File: src/rtl/seg7_enc_pkg.sv
// seg7_enc_pkg: glyph table and FSM state type for the 7-segment scan encoder.
// Glyphs are stored active-high, bit0=a .. bit6=g.
package seg7_enc_pkg;

  typedef enum logic {
    COLLECT,
    HOLD
  } state_t;

  // Entry i (hex digit i) lives at [7*i+6:7*i].
  localparam logic [16*7-1:0] GLYPH_TBL = {
    7'h71, 7'h79, 7'h5E, 7'h39,
    7'h7C, 7'h77, 7'h6F, 7'h7F,
    7'h07, 7'h7D, 7'h6D, 7'h66,
    7'h4F, 7'h5B, 7'h06, 7'h3F
  };

endpackage

File: src/rtl/seg7_to_bin.sv
// seg7_to_bin: active-high segment pattern -> hex nibble.
// Unknown patterns give nibble 0 with illegal set.
module seg7_to_bin
  import seg7_enc_pkg::*;
(
  input  logic [6:0] seg,
  output logic [3:0] nibble,
  output logic       illegal
);

  // Table search; glyphs are unique so at most one entry hits.
  always_comb begin
    nibble  = 4'h0;
    illegal = 1'b1;
    for (int i = 0; i < 16; i++) begin
      if (seg == GLYPH_TBL[7*i +: 7]) begin
        nibble  = 4'(i);
        illegal = 1'b0;
      end
    end
  end

endmodule

File: src/rtl/seg7_scan_encoder.sv
// seg7_scan_encoder: collects N segment beats into a packed hex word.
// Define SEG7_ENC_ACTIVE_HIGH_EN for active-high seg_in (default active-low).
module seg7_scan_encoder
  import seg7_enc_pkg::*;
#(
  parameter int N = 4
) (
  input  logic           clk,
  input  logic           rst,
  input  logic [6:0]     seg_in,
  input  logic           in_valid,
  output logic           in_ready,
  output logic [N*4-1:0] num_all,
  output logic [N-1:0]   err_mask,
  output logic           out_err,
  output logic           out_valid,
  input  logic           out_ready
);

  localparam int IDX_W = (N > 1) ? $clog2(N) : 1;
  localparam logic [IDX_W-1:0] IDX_LAST = IDX_W'(N - 1);

  state_t           state;
  logic [IDX_W-1:0] idx;
  logic [6:0]       seg_hi;
  logic [3:0]       nib;
  logic             ill;

`ifdef SEG7_ENC_ACTIVE_HIGH_EN
  assign seg_hi = seg_in;
`else
  assign seg_hi = ~seg_in;
`endif

  seg7_to_bin u_dec (
    .seg     (seg_hi),
    .nibble  (nib),
    .illegal (ill)
  );

  assign in_ready = (state == COLLECT);
  assign out_err  = |err_mask;

  // Collect/hold FSM with digit index and registered word outputs.
  always_ff @(posedge clk or posedge rst) begin
    if (rst) begin
      state     <= COLLECT;
      idx       <= '0;
      num_all   <= '0;
      err_mask  <= '0;
      out_valid <= 1'b0;
    end else begin
      unique case (state)
        COLLECT: begin
          if (in_valid) begin
            for (int k = 0; k < N; k++) begin
              if (idx == IDX_W'(k)) begin
                num_all[4*k +: 4] <= nib;
                err_mask[k]       <= ill;
              end
            end
            if (idx == IDX_LAST) begin
              idx       <= '0;
              state     <= HOLD;
              out_valid <= 1'b1;
            end else begin
              idx <= idx + 1'b1;
            end
          end
        end
        HOLD: begin
          if (out_ready) begin
            state     <= COLLECT;
            out_valid <= 1'b0;
            err_mask  <= '0;
          end
        end
        default: state <= COLLECT;
      endcase
    end
  end

endmodule

File: config.mk
export PLATFORM = sky130hd
export DESIGN_NAME = seg7_scan_encoder
export DESIGN_NICKNAME = d
export VERILOG_FILES = /design/src/rtl/seg7_enc_pkg.sv /design/src/rtl/seg7_to_bin.sv /design/src/rtl/seg7_scan_encoder.sv
export SDC_FILE = /design/constraint.sdc
export NUM_CORES = 1
export LEC_CHECK = 0
export ABC_CLOCK_PERIOD_IN_PS = 1300
export CORE_ASPECT_RATIO = 0.9
export CORE_MARGIN = 2
export CORE_UTILIZATION = 45
export DETAILED_ROUTE_END_ITERATION = 6
export PLACE_DENSITY_LB_ADDON = 0.08
export SYNTH_ARGS = -nofsm -noshare
export SYNTH_HDL_FRONTEND = slang
export SYNTH_SLANG_ARGS = --single-unit
File: constraint.sdc
create_clock -name clk -period 1.3 [get_ports clk]
set_input_delay 0.325 -clock clk [delete_from_list [all_inputs] [get_ports clk]]
set_output_delay 0.325 -clock clk [all_outputs]
set_load 0.05 [all_outputs]
==> out/qor.tcl, run 1 <==
set qor(outcome) {finished, violations left}
set qor(violations) {negative setup slack}
set qor(avgRoutedWirePerCell_um) 24.9
set qor(min_period_over_period) 1.33
set qor(nFillCells) 63
set qor(hold_path.class) {input pin to async pin}
set qor(syn_area_um2) 1500
set qor(power_frac_comb) 0.698
set qor(synth.most_common_cell) {dfrtp_1}
set qor(final_hold_viol_count) 0
set qor(syn_nets) 170
set qor(timing.critical_path.to) {out_err}
set qor(io_buffer_count) 33
set qor(antenna_left) 0
set qor(dp_cells) 266
set qor(ios) 34
set qor(met1Wirelength_um) 2710
set qor(endpoint_class_of_the_critical_path) {output port}
set qor(place_hpwl_um) 3520
set qor(total_power_w) 0.00697
set qor(cellPowerDensity_nw_per_um2) 2340
set qor(die-width_um) 64.9
set qor(arr_time_crit_path_ns) 1.41
set qor(synth.distinct_cells) 47
set qor(fin_cells) 287
set qor(synth_top_area_frac) 0.400
set qor(syn-instance-count) 155
set qor(timing.critical_path.depth) 2
set qor(number_of_antenna_violations_at_the_first_check_in_global_routing) 0
set qor(layout_min_cycle_time_ns) 1.74
set qor(clock_insertion_delay_worst_skew_ns) 0.28
set qor(met3_length_um) 666
set qor(final_nets) 261
set qor(crit_chain) {or4_4 -> buf_6}
set qor(fmax_ghz) 0.576
set qor(viasPerCell) 6.43
set qor(worst_setup_path_startpoint) {err_mask[2]}
set qor(p_int_w) 0.00369
set qor(grt_pass1_wl_um) 8900
set qor(postRouteWirelength_um) 7140
set qor(regToRegStartpoint) {idx[0]}
set qor(power.share.switching) 0.470
set qor(reg2reg_setup_slack_ns) -0.24
set qor(core.rowCount) 19
set qor(overflow) 0
set qor(timing.reg2reg.worst_path_depth) 7
set qor(synth-seq-area-share) 0.400
set qor(worst-slew-pin-transition_ns) 0.406
set qor(drt-initial-drc-count) 241
set qor(crit_fanout) 2
set qor(synth-warning-count) 0
set qor(finalWorstSetupSlack_ns) -0.435
set qor(postSynthAreaPerCell_um2) 9.68
set qor(area.growth.synth_to_final_pct) 98.7
set qor(remaining_drc_errors) 0
set qor(final-max-slew-violation-count) 0
set qor(clk_pin_slew_ns) 0.09
set qor(power.clock.fraction) 0.076
set qor(unrepaired_setup_endpoints_after_global_routing) {yes}
set qor(clock-root-buffer) {clkbuf_8}
set qor(synth_top_cell_by_area) {dfrtp_1}
set qor(die_h_um) 58.8
set qor(synth_top_cells_by_area) {dfrtp_1, nor2_1, a31oi_1}
set qor(required_ns) 0.98
set qor(final-setup-viol-count) 21
set qor(vdd.ir_drop.worst_mv) 2.04
set qor(htree_num_levels) 1
set qor(grt_start_max_net_pins) 25
set qor(final.setup.tns_ns) -2.42
set qor(peak_per_stage_delay_on_the_critical_path_ns) 0.55
set qor(clock_sink_count) 24
set qor(groute.usage.overall) 0.312
set qor(grt_pass1_vias) 1747
set qor(synth_enable_flop_cells) 0
set qor(leakagePower_nw) 1.28
set qor(reg2reg_to) {err_mask[2]}
set qor(numCtsBuffers) 3
set qor(share_seq_of_total_power) 0.226
set qor(met2WireLength_um) 3460
set qor(skew_ns) 0.00654
set qor(critical_path.n_buffers_inverters) 1
set qor(critical_path_class) {flip-flop to output port}
set qor(die-area_um2) 3810
set qor(start_kind) {flip-flop}
set qor(globalplace.congestion) 0.922
set qor(most_frequent_cells_after_synthesis) {dfrtp_1, nor2_1, nand2_1}
set qor(netSwitchingPower_w) 0.00328
set qor(core_area_um2) 3110
set qor(firstDrtPassIters) 5
set qor(final_layout_size_suffix_gt1_frac) 0.678
set qor(timing.max_slew.rel_slack) 0.727
set qor(clock_path_buffers) 2
set qor(antenna_cells) 0
set qor(cp_top_family) {simple AND/OR/NAND/NOR gates}
set qor(cap_viol_max_count) 0
set qor(initial_utilization) 0.482
set qor(top_signal_layer_used) {met4}
set qor(critical-path-slowest-cell) {or4_4}
set qor(async_flop_share) 1.00
set qor(synth_top_flop_cell) {dfrtp_1}
set qor(detailroute.via_count) 1845
set qor(cts_tree) {built}
set qor(ys_seq_elements) 24
==> cells by family (layout without fill, tap and decap cells) <==
family | count (synthesis) | after routing | share of synthesized area
xor+xnor | 1 | 1 | 0.00584
fa+ha+maj | 4 | 4 | 0.0334
flops | 24 | 24 | 0.400
buf+inv | 12 | 102 | 0.0484
simple gates | 79 | 79 | 0.344
mux | 1 | 1 | 0.00751
compound gates | 34 | 34 | 0.160
==> cells in the final DEF, fill, tap and decap left out, types with 4 or more instances in the layout <==
cell type / Yosys / routed
a21oi_2: 0 / 5
a31oi_1: 8 / 6
and2_4: 0 / 4
buf_12: 0 / 23
buf_4: 0 / 40
buf_6: 3 / 26
clkbuf_8: 0 / 4
dfrtp_1: 24 / 19
dfrtp_2: 0 / 5
ha_4: 0 / 4
nand2_1: 12 / 6
nand3_1: 6 / 5
nand3b_1: 4 / 4
nand4_1: 4 / 4
nor2_1: 20 / 12
nor2_4: 0 / 6
o21ai_2: 1 / 4
==> tightest hold or removal path: stages <==
cell and delay, ns:
clkdlybuf4s50_1 0.43, inv_1 0.12, buf_12 0.19
==> power by group through the flow <==
stage                     sequential [W]  combinational, W  clock [W]
after floorplan                  0.00239          0.000869          0
after global placement           0.00146           0.00374          0
after detailed placement         0.00149           0.00381          0
after CTS                        0.00149           0.00415   0.000505
after global routing             0.00159           0.00501   0.000566
final                            0.00157           0.00486   0.000533
==> cell type report <==
| cell class | instances | area, um2 | area share |
|---|---|---|---|
| tap | 42 | 52.6 | 0.0176 |
| timing repair buffer | 93 | 1090 | 0.365 |
| inverter | 5 | 21.3 | 0.00714 |
| clock buffer | 4 | 55.1 | 0.0185 |
| sequential | 24 | 607 | 0.204 |
| multi-input combinational | 119 | 1160 | 0.388 |
==> stage by stage <==
stage                     utilization  hold slack, ns  cell area [um2]  setup slack, ns
after floorplan                     -           0.339             1570           -0.199
after global placement          0.776           0.525             2420           -0.768
after detailed placement        0.776           0.543             2420           -0.823
after CTS                       0.866           0.372             2700           -0.407
after global routing            0.957           0.430             2980           -0.456
final                           0.957           0.425             2980           -0.435
==> registers in the layout (all words and copies together) (netlist names) <==
register,flops
num_all,16
err_mask,4
state,1
out_valid,1
idx,2
==> routing by layer <==
metal | vias up | track usage
met1 | 900 | 0.383
met3 | 41 | 0.0880
met4 | 0 | 0.106
met5 | - | 0
met2 | 156 | 0.533
li1 | 748 | -
==> how the worst min path moves through the flow <==
stage | startpoint | end | slack (ns) | depth (start not counted)
global route | rst | num_all[5] | 0.43 | 3
global placement | out_valid | out_valid | 0.53 | 2
floorplan | rst | err_mask[1] | 0.34 | 1
CTS | rst | num_all[1] | 0.37 | 3
detailed placement | out_valid | out_valid | 0.54 | 2
finish | rst | num_all[1] | 0.43 | 3
==> what timing repair did <==
item | in CTS | in global routing
setup endpoints to repair | 22 | 26
buffers inserted | 9 | 9
gates resized for setup | 77 | 59
hold buffers | 0 | 0
pin swaps | 26 | 17
gates cloned | 1 | 0
(Power assumes the default switching activity.)
==> inputs of run 2 (changes only) <==
Settings changed: GPL_TIMING_DRIVEN set to 0.
==> run 2 against run 1 <==
  * Die area stayed put
  * Count of clock-buffer cells in the layout unchanged
  * The flow still finishes with violations (negative setup slack)
  * Critical endpoint unchanged
  * Largest power group unchanged
  * Clock skew grew 0.0027 ns
  * Register-to-register slack better by 0.12 ns
  * Sequential power down 14%
  * Global-route usage shrank 6.8 points
==> out/qor.tcl, run 2 (same netlist as run 1, synthesis figures left out) <==
set qor(clock_path_buffers) 2 ;# unchanged
set qor(power.share.switching) 0.508 ;# +0.0376
set qor(crit_fanout) 2 ;# unchanged
set qor(outcome) {finished, violations left}
set qor(fin_cells) 258 ;# -10%
set qor(hold_path.class) {input pin to async pin}
set qor(largest_register_ffs) 16 ;# unchanged
set qor(grt_pass1_wl_um) 7090 ;# -20%
set qor(drt-initial-drc-count) 128 ;# -47%
set qor(numCtsBuffers) 3 ;# unchanged
set qor(final-setup-viol-count) 10 ;# -52%
set qor(remaining_drc_errors) 0 ;# unchanged
set qor(power.clock.fraction) 0.097 ;# +0.021
set qor(vdd.ir_drop.worst_mv) 1.83 ;# -11%
set qor(largestRegisters) {num_all: 16 flops, err_mask: 4 flops, idx: 2 flops}
set qor(core.rowCount) 19 ;# unchanged
set qor(firstDrtPassIters) 4 ;# -1
set qor(core_area_um2) 3110 ;# unchanged
set qor(clock-root-buffer) {clkbuf_8}
set qor(io_buffer_count) 31 ;# -6.1%
set qor(grt_pass1_vias) 1397 ;# -20%
set qor(unrepaired_setup_endpoints_after_global_routing) {yes}
set qor(final_hold_viol_count) 0 ;# unchanged
set qor(met1Wirelength_um) 2160 ;# -20%
set qor(top_signal_layer_used) {met4}
set qor(avgRoutedWirePerCell_um) 18.9 ;# -24%
set qor(netSwitchingPower_w) 0.00268 ;# -18%
set qor(detailroute.via_count) 1515 ;# -18%
set qor(die_h_um) 58.8 ;# unchanged
set qor(violations) {negative setup slack}
set qor(die-area_um2) 3810 ;# unchanged
set qor(antenna_cells) 0 ;# unchanged
set qor(min_period_over_period) 1.31 ;# -0.0225
set qor(start_kind) {flip-flop}
set qor(leakagePower_nw) 1.02 ;# -20%
set qor(pre_cts_ws_ns) -0.722 ;# +0.100 ns
set qor(overflow) 0 ;# unchanged
set qor(antenna_left) 0 ;# unchanged
set qor(worst-slew-pin-transition_ns) 0.521 ;# +0.115 ns
set qor(htree_num_levels) 1 ;# unchanged
set qor(fin_worst_hold_slack_ns) 0.424 ;# -0.00168 ns
set qor(number_of_antenna_violations_at_the_first_check_in_global_routing) 0 ;# unchanged
set qor(endpoint_class_of_the_critical_path) {output port}
set qor(die-width_um) 64.9 ;# unchanged
set qor(top_register) {num_all}
set qor(critical_path_class) {flip-flop to output port}
set qor(clk_pin_slew_ns) 0.09 ;# about the same
set qor(timing.critical_path.to) {out_err}
set qor(grt_start_max_net_pins) 25 ;# unchanged
set qor(share_seq_of_total_power) 0.256 ;# +0.030
set qor(area.growth.synth_to_final_pct) 56.4
set qor(layout_min_cycle_time_ns) 1.71 ;# -0.0292 ns
set qor(power_frac_comb) 0.647 ;# -0.051
set qor(layout.cells.most_common) {buf_2}
set qor(regToRegStartpoint) {idx[1]}
set qor(timing.max_slew.rel_slack) 0.652 ;# -0.0753
set qor(postRouteWirelength_um) 4880 ;# -32%
set qor(cap_viol_max_count) 0 ;# unchanged
set qor(dp_cells) 228 ;# -14%
set qor(required_ns) 0.98 ;# about the same
set qor(reg2reg_to) {err_mask[0]}
set qor(met2WireLength_um) 2400 ;# -31%
set qor(initial_utilization) 0.482 ;# unchanged
set qor(arr_time_crit_path_ns) 1.38 ;# -0.03 ns
set qor(reg2reg_setup_slack_ns) -0.12 ;# +0.12 ns
set qor(finalWorstSetupSlack_ns) -0.406 ;# +0.0292 ns
set qor(clock_insertion_delay_worst_skew_ns) 0.27 ;# about the same
set qor(ios) 34 ;# unchanged
set qor(viasPerCell) 5.87 ;# -8.7%
set qor(groute.usage.overall) 0.244 ;# -0.0684
set qor(final_layout_size_suffix_gt1_frac) 0.583 ;# -0.0942
set qor(cellPowerDensity_nw_per_um2) 2250 ;# -3.6%
set qor(clock_sink_count) 24 ;# unchanged
set qor(final_nets) 232 ;# -11%
set qor(skew_ns) 0.00927 ;# +0.00274 ns
set qor(timing.reg2reg.worst_path_depth) 6 ;# -1
set qor(total_power_w) 0.00529 ;# -24%
set qor(place_hpwl_um) 2750 ;# -22%
set qor(worst_setup_path_startpoint) {err_mask[3]}
set qor(final-max-slew-violation-count) 0 ;# unchanged
set qor(p_int_w) 0.00260 ;# -30%
set qor(fmax_ghz) 0.586 ;# +1.7%
set qor(commonest_cells_after_routing_fill_and_taps_aside) {buf_2, dfrtp_1, buf_6, buf_4, nor2_1}
set qor(globalplace.congestion) 0.849 ;# -7.9%
set qor(cts_tree) {built}
set qor(met3_length_um) 279 ;# -58%
-- run 2: timing repair --
action,in CTS,in global routing
setup endpoints to repair,44,50
setup buffers,17,6
pin swaps,18,7
resized for setup,178,41
gates cloned,3,0
hold buffers,0,0
-- run 2: power groups by stage --
stage / combinational, W / sequential, W / clock (W)
after floorplan: 0.000869 / 0.00239 / 0
after global placement: 0.00276 / 0.00133 / 0
after detailed placement: 0.00281 / 0.00136 / 0
after CTS: 0.00301 / 0.00134 / 0.000518
after global routing: 0.00360 / 0.00139 / 0.000548
final: 0.00342 / 0.00135 / 0.000513
-- run 2: worst max-delay path: stages (launching register included) --
cell,delay (ns)
dfrtp_2,0.41
or4_4,0.54
buf_8,0.17
-- run 2: area by class of cell --
class	count	area [um2]
sequential	24	606
fill	208	768
tap	42	52.6
inverter	5	22.5
buffer	7	91.3
clock buffer	4	55.1
multi-input combinational	119	1070
timing repair buffer	57	453
-- run 2: worst min path at each step --
stage / from / to / slack (ns)
5_1_grt: rst / num_all[13] / 0.50
3_3_place_gp: out_valid / out_valid / 0.46
6_report: rst / num_all[13] / 0.42
4_1_cts: out_valid / out_valid / 0.48
3_5_place_dp: out_valid / out_valid / 0.46
2_1_floorplan: rst / err_mask[1] / 0.34
-- run 2: stage by stage --
stage / area, um2 / util / TNS [ns]
after floorplan: 1570 / - / -0.802
final: 2350 / 0.753 / -0.994
after detailed placement: 1930 / 0.620 / -22.63
after CTS: 2150 / 0.690 / -0.639
after global placement: 1930 / 0.620 / -20.19
after global routing: 2350 / 0.753 / -1.73
-- run 2: routing by layer --
| metal | vias to the layer above | track usage |
|---|---|---|
| met1 | 757 | 0.332 |
| met4 | 0 | 0.0365 |
| li1 | 696 | - |
| met3 | 7 | 0.0440 |
| met5 | - | 0 |
| met2 | 55 | 0.418 |
==> RTL change 1 (flow settings as in run 1) <==
Change the parameter `N` from 4 to 16.
--- a/src/rtl/seg7_scan_encoder.sv
+++ b/src/rtl/seg7_scan_encoder.sv
@@ -3,7 +3,7 @@
 module seg7_scan_encoder
   import seg7_enc_pkg::*;
 #(
-  parameter int N = 4
+  parameter int N = 16
 ) (
   input  logic           clk,
   input  logic           rst,
Ports: changed (resized err_mask and num_all); port bits go from 34 to 94. The function was not compared with the original's and may differ.
==> RTL change 1 against run 1 <==
  * The run now fails in global routing (5_1_grt)
  * Synthesized cell count is 130% higher
  * Area after synthesis grew to 2.7 times the old value
==> RTL change 1: results (changes against run 1) <==
The count of warnings emitted by yosys is 0 (unchanged). The number of clock sinks seen by CTS was 86 (+260%). The count of different cell masters after synthesis came out at 57 (+21%). The sequential fraction of the synthesis area came out at 53.1% (+13 points). The tool reported: "[ERROR DPL-0038] Utilization greater than 100%, impossible to legalize". By count the netlist is led by 86 x dfrtp_1, 47 x nor2_1, 32 x nand2_1.

The run stopped with a tool error. After the last repair the worst path ends at an output port. The post-synthesis net count came to 379 (+120%). The stage where the run came to a stop is global routing (5_1_grt).

The global-route repair_timing pass left the worst setup endpoint at out_err. The detailed placement HPWL is 9290 um (+160%). The number of setup buffers added after CTS is 28 (+19). The number of buffers on the longest clock path is 2 (unchanged). The routability congestion estimate came out at 0.840 (-8.8%). The maximum level of the CTS H-tree came to 3 (+2). The number of gates resized after cts came out at 212 (+180%). After synthesis, the cell types taking the most area are dfrtp_1 53%, nor2_1 4.4%, mux2_2 3.6%. The pin count of the biggest net entering global routing came out at 46. The CTS buffer count came out at 9 (+6). The count of buffers from port buffering came out at 93 (+180%). The root buffer cell chosen for the clock tree is clkbuf_8.

The fraction of registers with async set/reset came out at 100% (unchanged).
==> RTL change 1: changes by cell type after synthesis, moves of 9 or more <==
cell	change
o31ai_2	+9
nand2_1	+20
nor2_1	+27
o211ai_1	+10
o21ai_0	+12
mux2_2	+13
dfrtp_1	+62
a21oi_2	+11
==> RTL change 1: cells by family after synthesis <==
kind of cell / synth area share [%]
AO/OA/AOI/OAI: 17.7
XOR/XNOR: 0.432
adder cells (fa/ha/maj): 1.24
buffers and inverters: 4.60
flip-flops: 53.1
multiplexers: 4.97
AND/OR/NAND/NOR: 17.9
==> RTL change 1: metrics by stage <==
stage / instances / hold WS [ns] / setup TNS [ns] / instance area [um2] / setup WS [ns]
CTS: 696 / 0.199 / -20.35 / 7790 / -0.572
floorplan: 364 / 0.421 / -18.77 / 4170 / -0.391
global placement: 650 / 0.516 / -68.85 / 6620 / -0.899
detailed placement: 650 / 0.535 / -71.58 / 6620 / -0.985
==> RTL change 2 (settings of run 1) <==
Made on the original files. Put one more register stage on the output `err_mask`, cleared by the reset. The value now appears one clock later. The other outputs are not delayed to match.
--- a/src/rtl/seg7_scan_encoder.sv
+++ b/src/rtl/seg7_scan_encoder.sv
@@ -20,6 +20,8 @@
   localparam int IDX_W = (N > 1) ? $clog2(N) : 1;
   localparam logic [IDX_W-1:0] IDX_LAST = IDX_W'(N - 1);
 
+  logic [N-1:0] err_mask_s0;
+
   state_t           state;
   logic [IDX_W-1:0] idx;
   logic [6:0]       seg_hi;
@@ -39,7 +41,7 @@
   );
 
   assign in_ready = (state == COLLECT);
-  assign out_err  = |err_mask;
+  assign out_err  = |err_mask_s0;
 
   // Collect/hold FSM with digit index and registered word outputs.
   always_ff @(posedge clk or posedge rst) begin
@@ -47,7 +49,7 @@
       state     <= COLLECT;
       idx       <= '0;
       num_all   <= '0;
-      err_mask  <= '0;
+      err_mask_s0 <= '0;
       out_valid <= 1'b0;
     end else begin
       unique case (state)
@@ -56,7 +58,7 @@
             for (int k = 0; k < N; k++) begin
               if (idx == IDX_W'(k)) begin
                 num_all[4*k +: 4] <= nib;
-                err_mask[k]       <= ill;
+                err_mask_s0[k]       <= ill;
               end
             end
             if (idx == IDX_LAST) begin
@@ -72,7 +74,7 @@
           if (out_ready) begin
             state     <= COLLECT;
             out_valid <= 1'b0;
-            err_mask  <= '0;
+            err_mask_s0 <= '0;
           end
         end
         default: state <= COLLECT;
@@ -80,5 +82,13 @@
     end
   end
 
+  always_ff @(posedge clk or posedge rst) begin
+    if (rst) begin
+      err_mask <= '0;
+    end else begin
+      err_mask <= err_mask_s0;
+    end
+  end
+
 endmodule
 
Formal check against the unedited RTL: not equivalent (a bounded check fails within 4 cycles, from zero or initial values and one cycle with rst high).
==> RTL change 2 against run 1 <==
  * The flow still finishes with violations (negative setup slack)
  * Cell area shrank 9.0%
  * Synthesized cell count shrank 5.8%
  * Combinational power shrank 35%
  * Sequential cell count grew 4
  * Worst setup slack lost 0.032 ns
  * Routed wire length shrank 22%
  * Area after synthesis shrank 3.7%
  * Power shrank 28%
==> RTL change 2: results (changes against run 1) <==
The run finished, with violations left. The worst setup skew after layout came out at 0.00110 ns (-0.00544 ns). The number of setup buffers added after CTS is 6 (-3).

The clock input transition at the sequential cells of the worst setup and hold paths is 0.13 ns (+0.04 ns). The sequential fraction of the synthesis area is 48.5% (+8.5 points). The wire length on met3 came out at 356 um (-47%). The final worst slack is -0.467 ns (-0.0319 ns). The final-layout non-clock buffer area share is 36.3% (-0.16 points).

The peak supply drop is 0.00171 V (-17%). The reported leakage power is 1.21 nW (-5.7%). The routability congestion estimate came out at 0.917 (-0.47%). The number of fillers in the final layout is 121 (+92%). The number of gates resized after cts is 50 (-35%). The fraction of final layout cells sized beyond drive strength 1 came out at 58.0% (-9.7 points). Sorting the synthesized cells by area gives the leading types as dfrtp_1 48%, nand2_1 7.3%, o21ai_0 4.2%. The count of warnings emitted by yosys came out at 0 (unchanged).

The via count of the first global-routing pass is 1505 (-14%). The detailed placement HPWL was 3150 um (-11%). The count of buffers from port buffering is 33 (unchanged). The number of instances in the placed design is 246 (-7.5%). The multi-input logic cell count came to 105 (-12%).

The met3 routing resource usage after global routing came out at 5.05% (-3.7 points). The insertion delay to the later sink of the worst-skew pair came out at 0.32 ns (+0.04 ns). The portion of the layout cell area used by clock cells is 0.831% (-1.0 points). The final layout net count is 241 (-7.7%).

The number of endpoints failing setup at the final stage is 18 (-14%). The worst endpoint data arrival time was 1.44 ns (+0.03 ns). The layout-stage area growth over the synthesis result is 87.6%. The count of state elements after synthesis is 28 (+17%). The launch point of the worst path is err_mask_s0[2]$_DFFE_PP0P_. The first-iteration detailed-routing DRC count came out at 111 (-54%). The root buffer cell chosen for the clock tree is clkbuf_4.

The checks that failed: negative setup slack. The post-synthesis net count was 161 (-5.3%). The routed length on met1 was 2240 um (-17%). The total number of vias was 1562 (-15%). The mean area per synthesized cell came out at 9.90 um2 (+2.3%). The routed length on met2 was 2810 um (-19%). The multi-input gate share of total cell area was 34.4% (-4.5 points).

The count of buffers not belonging to the clock network in the layout is 83 (-11%). The fraction of met2 tracks used by global routing came to 45.7% (-7.6 points). The met1 routing resource usage after global routing is 35.0% (-3.3 points). After synthesis, the most frequently instantiated cells are 28 x dfrtp_1, 28 x nand2_1, 12 x o21ai_0. Summed over all instances, the cell type with the most area after synthesis is dfrtp_1. The count of different cell masters after synthesis is 38 (-19%). The launch point of the worst reg-to-reg path is idx[1]$_DFFE_PP0P_.

The wire length of the first global-routing pass is 7560 um (-15%). The largest registers in the layout are num_all (16), err_mask (4), err_mask_s0 (4). The worst max-slew margin expressed relative to the limit is 74.1% (+1.4 points).

The wire length reported by the detailed router is 5540 um (-22%). The fraction of area in registers was 25.8% (+5.5 points). The number of detailed-routing iterations run before antenna repair is 4 (-1). The pin count of the biggest net entering global routing came out at 29 (+16%).

The count of clock buffers in the final design came out at 3 (-1).
## RTL change 2: worst reg2reg max path, delay by kind of cell (launching register included)
kind / cells / cell delay [ns]
DFF: 1 / 0.43
buffers and inverters: 2 / 0.29
adders and majority gates: 1 / 0.21
and+or+nand+nor: 2 / 0.18
AOI/OAI and AO/OA: 1 / 0.08
## RTL change 2: where the power goes
part	leakage [nW]	switching (W)	total (W)	internal (W)
combinational	0.833	0.00165	0.00317	0.00151
clock	0.0138	0.000234	0.000343	0.000109
sequential	0.361	0.000328	0.00150	0.00117
total	1.21	0.00221	0.00501	0.00279
## RTL change 2: stage by stage
stage               hold slack [ns]  TNS, ns  setup slack, ns  cell area (um2)  util [%]
global placement              0.475   -17.29           -0.898             2350      76.7
global route                  0.357    -1.85           -0.516             2710      88.4
CTS                           0.319    -1.22           -0.471             2480      80.8
detailed placement            0.479   -17.87           -0.924             2350      76.7
finish                        0.323    -1.22           -0.467             2710      88.4
floorplan                     0.374    -3.53           -0.300             1550         -
## RTL change 2: final timing paths
check / cells past startpoint / to / slack [ns]
max: 2 / out_err / -0.47
min: 3 / num_all[7]$_DFFE_PP0P_ / 0.32
max reg2reg: 6 / num_all[6]$_DFFE_PP0P_ / -0.02
min reg2reg: 1 / err_mask[3]$_DFF_PP0_ / 0.56
max in group asynchronous: 3 / err_mask_s0[2]$_DFFE_PP0P_ / 0.82
min in group clk: 1 / err_mask[3]$_DFF_PP0_ / 0.56
## RTL change 2: logic make-up after synthesis
kind of cell	count (synthesis)	share of synthesized area [%]
buffers and inverters	13	4.50
DFF	28	48.5
and+or+nand+nor	62	23.6
AOI/OAI and AO/OA	39	19.9
adders and majority gates	4	3.46
